===== config.mk =====
export PLATFORM = sky130hd
export DESIGN_NAME = cam_capture_scaler
export DESIGN_NICKNAME = d
export VERILOG_FILES = /design/src/rtl/cam_capture_scaler.sv
export SDC_FILE = /design/constraint.sdc
export NUM_CORES = 1
export LEC_CHECK = 0
export ABC_AREA = 1
export ABC_CLOCK_PERIOD_IN_PS = 3000
export BUFFER_PORTS_ARGS = -buffer_cell sky130_fd_sc_hd__clkbuf_2
export CORE_AREA = 5 5 111 113
export CTS_CLUSTER_SIZE = 28
export DETAILED_ROUTE_END_ITERATION = 12
export DIE_AREA = 0 0 116 118
export GPL_TIMING_DRIVEN = 1
export PLACE_DENSITY = 0.79
export SETUP_SLACK_MARGIN = 0.1
export SLEW_MARGIN = 20
export SYNTH_ARGS = -nofsm -noshare
export SYNTH_HDL_FRONTEND = slang
export SYNTH_SLANG_ARGS = --single-unit

===== constraint.sdc =====
create_clock -name i_clk -period 3 [get_ports i_clk]
set_input_delay 0.45 -clock i_clk [delete_from_list [all_inputs] [get_ports i_clk]]
set_output_delay 0.45 -clock i_clk [all_outputs]
set_load 0.03 [all_outputs]

===== src/rtl/cam_capture_scaler.sv =====
// Camera RGB565 byte stream to 8-bit frame-buffer writes, with selectable pixel
// format, power-of-two decimation, window clipping and single/continuous arming.
module cam_capture_scaler #(
   parameter int AW           = 17,
   parameter int CAM_SCREEN_X = 160,
   parameter int CAM_SCREEN_Y = 120
) (
   input  logic          i_clk,
   input  logic          i_rst,
   input  logic          i_vsync,
   input  logic          i_href,
   input  logic [7:0]    i_px_data,
   input  logic [1:0]    i_mode,
   input  logic [1:0]    i_dec,
   input  logic          i_capture_en,
   input  logic          i_single_shot,
   output logic [AW-1:0] o_mem_px_addr,
   output logic [7:0]    o_mem_px_data,
   output logic          o_px_wr,
   output logic          o_frame_done,
   output logic          o_busy,
   output logic [7:0]    o_frame_cnt,
   output logic          o_line_err
);

   localparam logic [15:0]   LP_X16 = 16'(CAM_SCREEN_X);
   localparam logic [15:0]   LP_Y16 = 16'(CAM_SCREEN_Y);
   localparam logic [AW-1:0] LP_XAW = AW'(CAM_SCREEN_X);

   typedef enum logic [1:0] {
      S_IDLE    = 2'd0,
      S_WAIT_VS = 2'd1,
      S_CAPTURE = 2'd2,
      S_DONE    = 2'd3
   } state_t;

   state_t          r_state;
   state_t          w_next;
   logic            r_vsync_d;
   logic            r_href_d;
   logic            r_one_shot;
   logic            r_phase;
   logic [7:0]      r_hi;
   logic [1:0]      r_mode;
   logic [1:0]      r_dec_sh;
   logic [15:0]     r_src_x;
   logic [15:0]     r_src_y;
   logic [AW-1:0]   r_row_base;
   logic            r_px_wr;
   logic [AW-1:0]   r_addr;
   logic [7:0]      r_data;
   logic            r_frame_done;
   logic            r_busy;
   logic [7:0]      r_frame_cnt;
   logic            r_line_err;

   logic            w_frame_start;
   logic            w_frame_end;
   logic            w_in_cap;
   logic            w_href_rise;
   logic            w_href_fall;
   logic            w_phase;
   logic            w_byte_ok;
   logic            w_keep;
   logic            w_row_step;
   logic [15:0]     w_mask;
   logic [15:0]     w_col;
   logic [15:0]     w_row;
   logic [AW-1:0]   w_addr;

   function automatic logic [7:0] f_convert(input logic [1:0] mode, input logic [15:0] pix);
      logic [9:0] sum;
      logic [7:0] res;
      sum = {2'b00, pix[15:11], pix[15:13]} + {1'b0, pix[10:5], pix[10:9], 1'b0}
          + {2'b00, pix[4:0], pix[4:2]};
      case (mode)
         2'b01:   res = sum[9:2];
         2'b10:   res = pix[15:8];
         default: res = {pix[15:13], pix[10:8], pix[4:3]};
      endcase
      return res;
   endfunction

   assign w_frame_start = r_vsync_d & ~i_vsync;
   assign w_frame_end   = ~r_vsync_d & i_vsync;
   assign w_in_cap      = (r_state == S_CAPTURE);
   assign w_href_rise   = i_href & ~r_href_d;
   assign w_href_fall   = r_href_d & ~i_href;
   assign w_phase       = w_href_rise ? 1'b0 : r_phase;
   assign w_byte_ok     = w_in_cap & ~w_frame_end & i_href;
   assign w_col         = r_src_x >> r_dec_sh;
   assign w_row         = r_src_y >> r_dec_sh;
   assign w_addr        = r_row_base + AW'(w_col);
   assign w_row_step    = (((r_src_y + 16'd1) & w_mask) == 16'd0);

   always_comb begin
      w_mask = 16'd0;
      case (r_dec_sh)
         2'd0:    w_mask = 16'd0;
         2'd1:    w_mask = 16'd1;
         default: w_mask = 16'd3;
      endcase
      w_keep = ((r_src_x & w_mask) == 16'd0) && ((r_src_y & w_mask) == 16'd0)
            && (w_col < LP_X16) && (w_row < LP_Y16);
   end

   always_ff @(posedge i_clk) begin
      if (i_rst) begin
         r_state <= S_IDLE;
      end else begin
         r_state <= w_next;
      end
   end

   always_comb begin
      w_next = r_state;
      case (r_state)
         S_IDLE: begin
            if (i_capture_en || i_single_shot) w_next = S_WAIT_VS;
            else                               w_next = S_IDLE;
         end
         S_WAIT_VS: begin
            if (w_frame_start) w_next = S_CAPTURE;
            else               w_next = S_WAIT_VS;
         end
         S_CAPTURE: begin
            if (w_frame_end) w_next = S_DONE;
            else             w_next = S_CAPTURE;
         end
         S_DONE: begin
            if (i_capture_en && !r_one_shot) w_next = S_WAIT_VS;
            else                             w_next = S_IDLE;
         end
         default: w_next = S_IDLE;
      endcase
   end

   // Byte assembly, decimation/clipping, incremental addressing and status.
   always_ff @(posedge i_clk) begin
      if (i_rst) begin
         r_vsync_d    <= 1'b0;
         r_href_d     <= 1'b0;
         r_one_shot   <= 1'b0;
         r_phase      <= 1'b0;
         r_hi         <= 8'd0;
         r_mode       <= 2'd0;
         r_dec_sh     <= 2'd0;
         r_src_x      <= 16'd0;
         r_src_y      <= 16'd0;
         r_row_base   <= '0;
         r_px_wr      <= 1'b0;
         r_addr       <= '0;
         r_data       <= 8'd0;
         r_frame_done <= 1'b0;
         r_busy       <= 1'b0;
         r_frame_cnt  <= 8'd0;
         r_line_err   <= 1'b0;
      end else begin
         r_vsync_d    <= i_vsync;
         r_href_d     <= i_href;
         r_px_wr      <= 1'b0;
         r_frame_done <= (w_next == S_DONE);
         r_busy       <= (w_next == S_WAIT_VS) || (w_next == S_CAPTURE);

         if (r_state == S_IDLE && w_next == S_WAIT_VS) begin
            r_one_shot <= i_single_shot;
         end else if (r_state == S_DONE) begin
            r_one_shot <= 1'b0;
         end

         if (r_state == S_WAIT_VS && w_frame_start) begin
            r_mode     <= i_mode;
            case (i_dec)
               2'b00:   r_dec_sh <= 2'd0;
               2'b01:   r_dec_sh <= 2'd1;
               default: r_dec_sh <= 2'd2;
            endcase
            r_line_err <= 1'b0;
            r_src_x    <= 16'd0;
            r_src_y    <= 16'd0;
            r_row_base <= '0;
            r_phase    <= 1'b0;
         end

         // A half-assembled pixel at frame end is simply dropped.
         if (w_in_cap && w_frame_end) begin
            r_frame_cnt <= r_frame_cnt + 8'd1;
            r_phase     <= 1'b0;
         end

         if (w_byte_ok) begin
            if (!w_phase) begin
               r_hi    <= i_px_data;
               r_phase <= 1'b1;
            end else begin
               r_phase <= 1'b0;
               r_src_x <= r_src_x + 16'd1;
               if (w_keep) begin
                  r_px_wr <= 1'b1;
                  r_addr  <= w_addr;
                  r_data  <= f_convert(r_mode, {r_hi, i_px_data});
               end
            end
         end else if (w_in_cap && !w_frame_end && w_href_fall) begin
            r_src_y <= r_src_y + 16'd1;
            r_src_x <= 16'd0;
            r_phase <= 1'b0;
            if (r_phase) begin
               r_line_err <= 1'b1;
            end
            if (w_row_step) begin
               r_row_base <= r_row_base + LP_XAW;
            end
         end
      end
   end

   assign o_mem_px_addr = r_addr;
   assign o_mem_px_data = r_data;
   assign o_px_wr       = r_px_wr;
   assign o_frame_done  = r_frame_done;
   assign o_busy        = r_busy;
   assign o_frame_cnt   = r_frame_cnt;
   assign o_line_err    = r_line_err;

endmodule

==> run metrics <==
register bit total from synthesis=104; Sw Share=24.9%; final WL=around 16000 um; Synth Area in Adders=8.58%; crit path cell chain=inv_4 -> or2_2 -> o21ai_0 -> o21ai_0 -> fa_1 -> nand3_1 -> nand2_1 -> nand2_1 -> nand2_1 -> a21oi_1 -> xnor2_1 -> nor2_1 -> nor2_1; final setup fails=0; Tcrit/Tclk final=83.7%; Yosys top cell area share=31.4%; post-DR vias/cell=5.39; worst vdd ir=0.328 mV; number of detailed-route iterations in the first pass=6; FFs w/ async S/R, synth=0%; Port Buf Inserts=54; leak pwr=3.55 nW; Power Dens Cells=387 nW/um^2; Root Driver=clkbuf_16; worst skew pair latency=0.36 ns; fmax=398 MHz; largest family of logic cells by synthesized area=simple AND/OR/NAND/NOR gates; sequential element share of the synthesized area=31.4%; post-route ant nets=0; simple-gate portion of the synthesized area=between 30% and 40%; CP max-delay cell=fa_1; Initial Utilization=between 50% and 60%; Post-CTS Setup Bufs=0; Buf/Inv on CP=1; num ports=55; Nets=1147; first-pass GRT wire length=27500 um; WL/cell=13.3 um; worst slew margin relative to its limit=44.3%; Compound-Gate Fraction of Synth Area=14.3%; post-synth cell types=48; Placer Congestion=0.962; Yosys warnings=0; Hold Crit Class=primary input to register; CTS H-tree depth=3; Seq pwr share=49.0%; xor and xnor area share after synthesis=1.19%; post-layout min period=around 2.5 ns; DRC viols=0; Die Span X=around 120 um; slowest cell delay on critical path=0.48 ns; total core area=between 10000 and 15000 um^2; routed vias=6664; CTS tree=built; Setup CP Type=register to register; TNS Setup=0 ns; number of diodes=0; unrepaired setup endpoints after global routing=no; total track usage=around 24%; gr ovfl total=0; Worst Slack Setup Final=0.489 ns; layout cell share with drive strength beyond 1=9.60%; Worst setup SP type=register; Crit Path Max Fanout=18; mux contribution to synthesized area=0%; combinational power share=7.6%; hold_buf cts=0; cell mode on critical path=nand2_1; pre-CTS setup slack=0.347 ns; Top Family by Delay on Critical Path=simple AND/OR/NAND/NOR gates; skew final=0.00781 ns; DIE AREA=13700 um^2; CP arrival=~2.8 ns; Final Hold Fails=0; Worst-Margin Slew=approximately 0.83 ns; vias in the first global route=5782; synthesis-to-finish area growth=11.2%; syn_nets=between 1000 and 1500; Worst-path clk slew=0.07 ns; Syn Std Cell Area=6620 um^2; Pint=2.14 mW; post-place instance area=7050 um^2; hold_ws=0.361 ns; Synth area leader=dfxtp_1; Post-synth EDFFs=0; Mapped Cells=1032; Final HPWL DP=12600 um; crit end category=register; Iteration-0 DRC Markers=687; Final Max Slew Viols=0; largest net degree at the start of global routing=52; ys flop type=dfxtp_1; max cap viols=0; clock sink total=104; row cnt=39; initial antenna violation count=0; CP required=3.30 ns; clk buf depth=2; DIE HEIGHT=118 um; share of power burned in the clock network=43.4%; NetSw=709 uW; leading post-synthesis cells by cell area=dfxtp_1 31%, nand2_1 15%, nor2_1 8.6%; Final Cell Area=7360 um^2; status=complete, no violations; Mean Syn Cell Area=6.42 um^2; Num CTS Buffers=9
## metrics by stage
stage,instances,utilization (%),power [mW]
detailed placement,1221,62.8,1.64
global placement,1221,62.8,1.64
finish,1237,65.6,2.85
CTS,1237,65.6,2.87
global route,1237,65.6,2.96
floorplan,1032,-,1.58
## cells by family (layout without fill, tap and decap cells)
group / count (synthesis) / after routing
simple gates: 553 / 553
compound gates: 173 / 173
buf+inv: 153 / 215
flops: 104 / 104
fa+ha+maj: 40 / 40
xor+xnor: 9 / 9
## worst min-delay path, cell delays in order
cell and delay [ns]:
clkbuf_2 0.10, nor2_1 0.04, nor2_1 0.09
## synthesized netlist by cell type (5+ instances only)
cell      instances
nor3_1           21
buf_2             5
nand4_1           9
nor4_1            5
a211oi_1          5
nor2_1          151
a21oi_1          69
a31oi_1           5
nand2_1         263
clkbuf_1         10
o21ai_0          69
nand3_1          85
xor2_1            7
inv_1           124
fa_1              9
dfxtp_1         104
ha_1             31
## metal layers
layer / routed length (um) / GRT usage [%] / vias up
met1: 7810 / 35.5 / 2929
met2: 7200 / 36.4 / 223
met4: 384 / 8.99 / 0
li1: - / - / 3481
met3: 1040 / 3.91 / 31
met5: 0 / 0 / -
## state kept, by name (all words and copies together), names as in the netlist, 2 cells and up
| signal | count |
|---|---|
| o_mem_px_addr | 17 |
| r_row_base | 17 |
| r_src_x | 16 |
| r_src_y | 16 |
| o_frame_cnt | 8 |
| o_mem_px_data | 8 |
| r_hi | 8 |
| r_dec_sh | 2 |
| r_mode | 2 |
| r_state | 2 |
## area by class of cell
cell class                      count  area, um^2
Fill cell                        1052        3860
Clock inverter                      6        72.6
Tap cell                          143         179
Timing Repair Buffer               68         375
Multi-Input combinational cell    775        3920
Clock buffer                       10         239
Sequential cell                   104        2080
Inverter                          131         494
## power groups by stage
stage | Sequential (mW) | Combinational (mW) | Clock (mW)
after detailed placement | 1.43 | 0.215 | 0
after global routing | 1.40 | 0.247 | 1.31
final | 1.40 | 0.218 | 1.24
after floorplan | 1.43 | 0.144 | 0
after global placement | 1.43 | 0.213 | 0
after CTS | 1.40 | 0.217 | 1.26
## final timing paths
check / from / to / slack [ns] / cells after the start
max: r_dec_sh[0] / o_mem_px_addr[10] / 0.49 / 13
min: i_px_data[1] / r_hi[1] / 0.36 / 3
max reg2reg: r_dec_sh[0] / o_mem_px_addr[10] / 0.49 / 13
min reg2reg: r_row_base[2] / r_row_base[2] / 0.45 / 2
## layout by cell type, fill, tap and decap left out, types with 21 or more instances in the layout
master | Yosys | routed
o21ai_0 | 69 | 69
dfxtp_1 | 104 | 103
nor2_1 | 151 | 151
inv_1 | 124 | 124
ha_1 | 31 | 31
a21oi_1 | 69 | 69
nand3_1 | 85 | 85
nor3_1 | 21 | 21
nand2_1 | 263 | 263
clkbuf_2 | 0 | 54
## what timing repair did
action	4_1_cts	5_1_grt
endpoints found under the hold margin	0	0
resized for setup	0	1
setup endpoints to repair	0	3
Power figures use the tool's default switching activity.
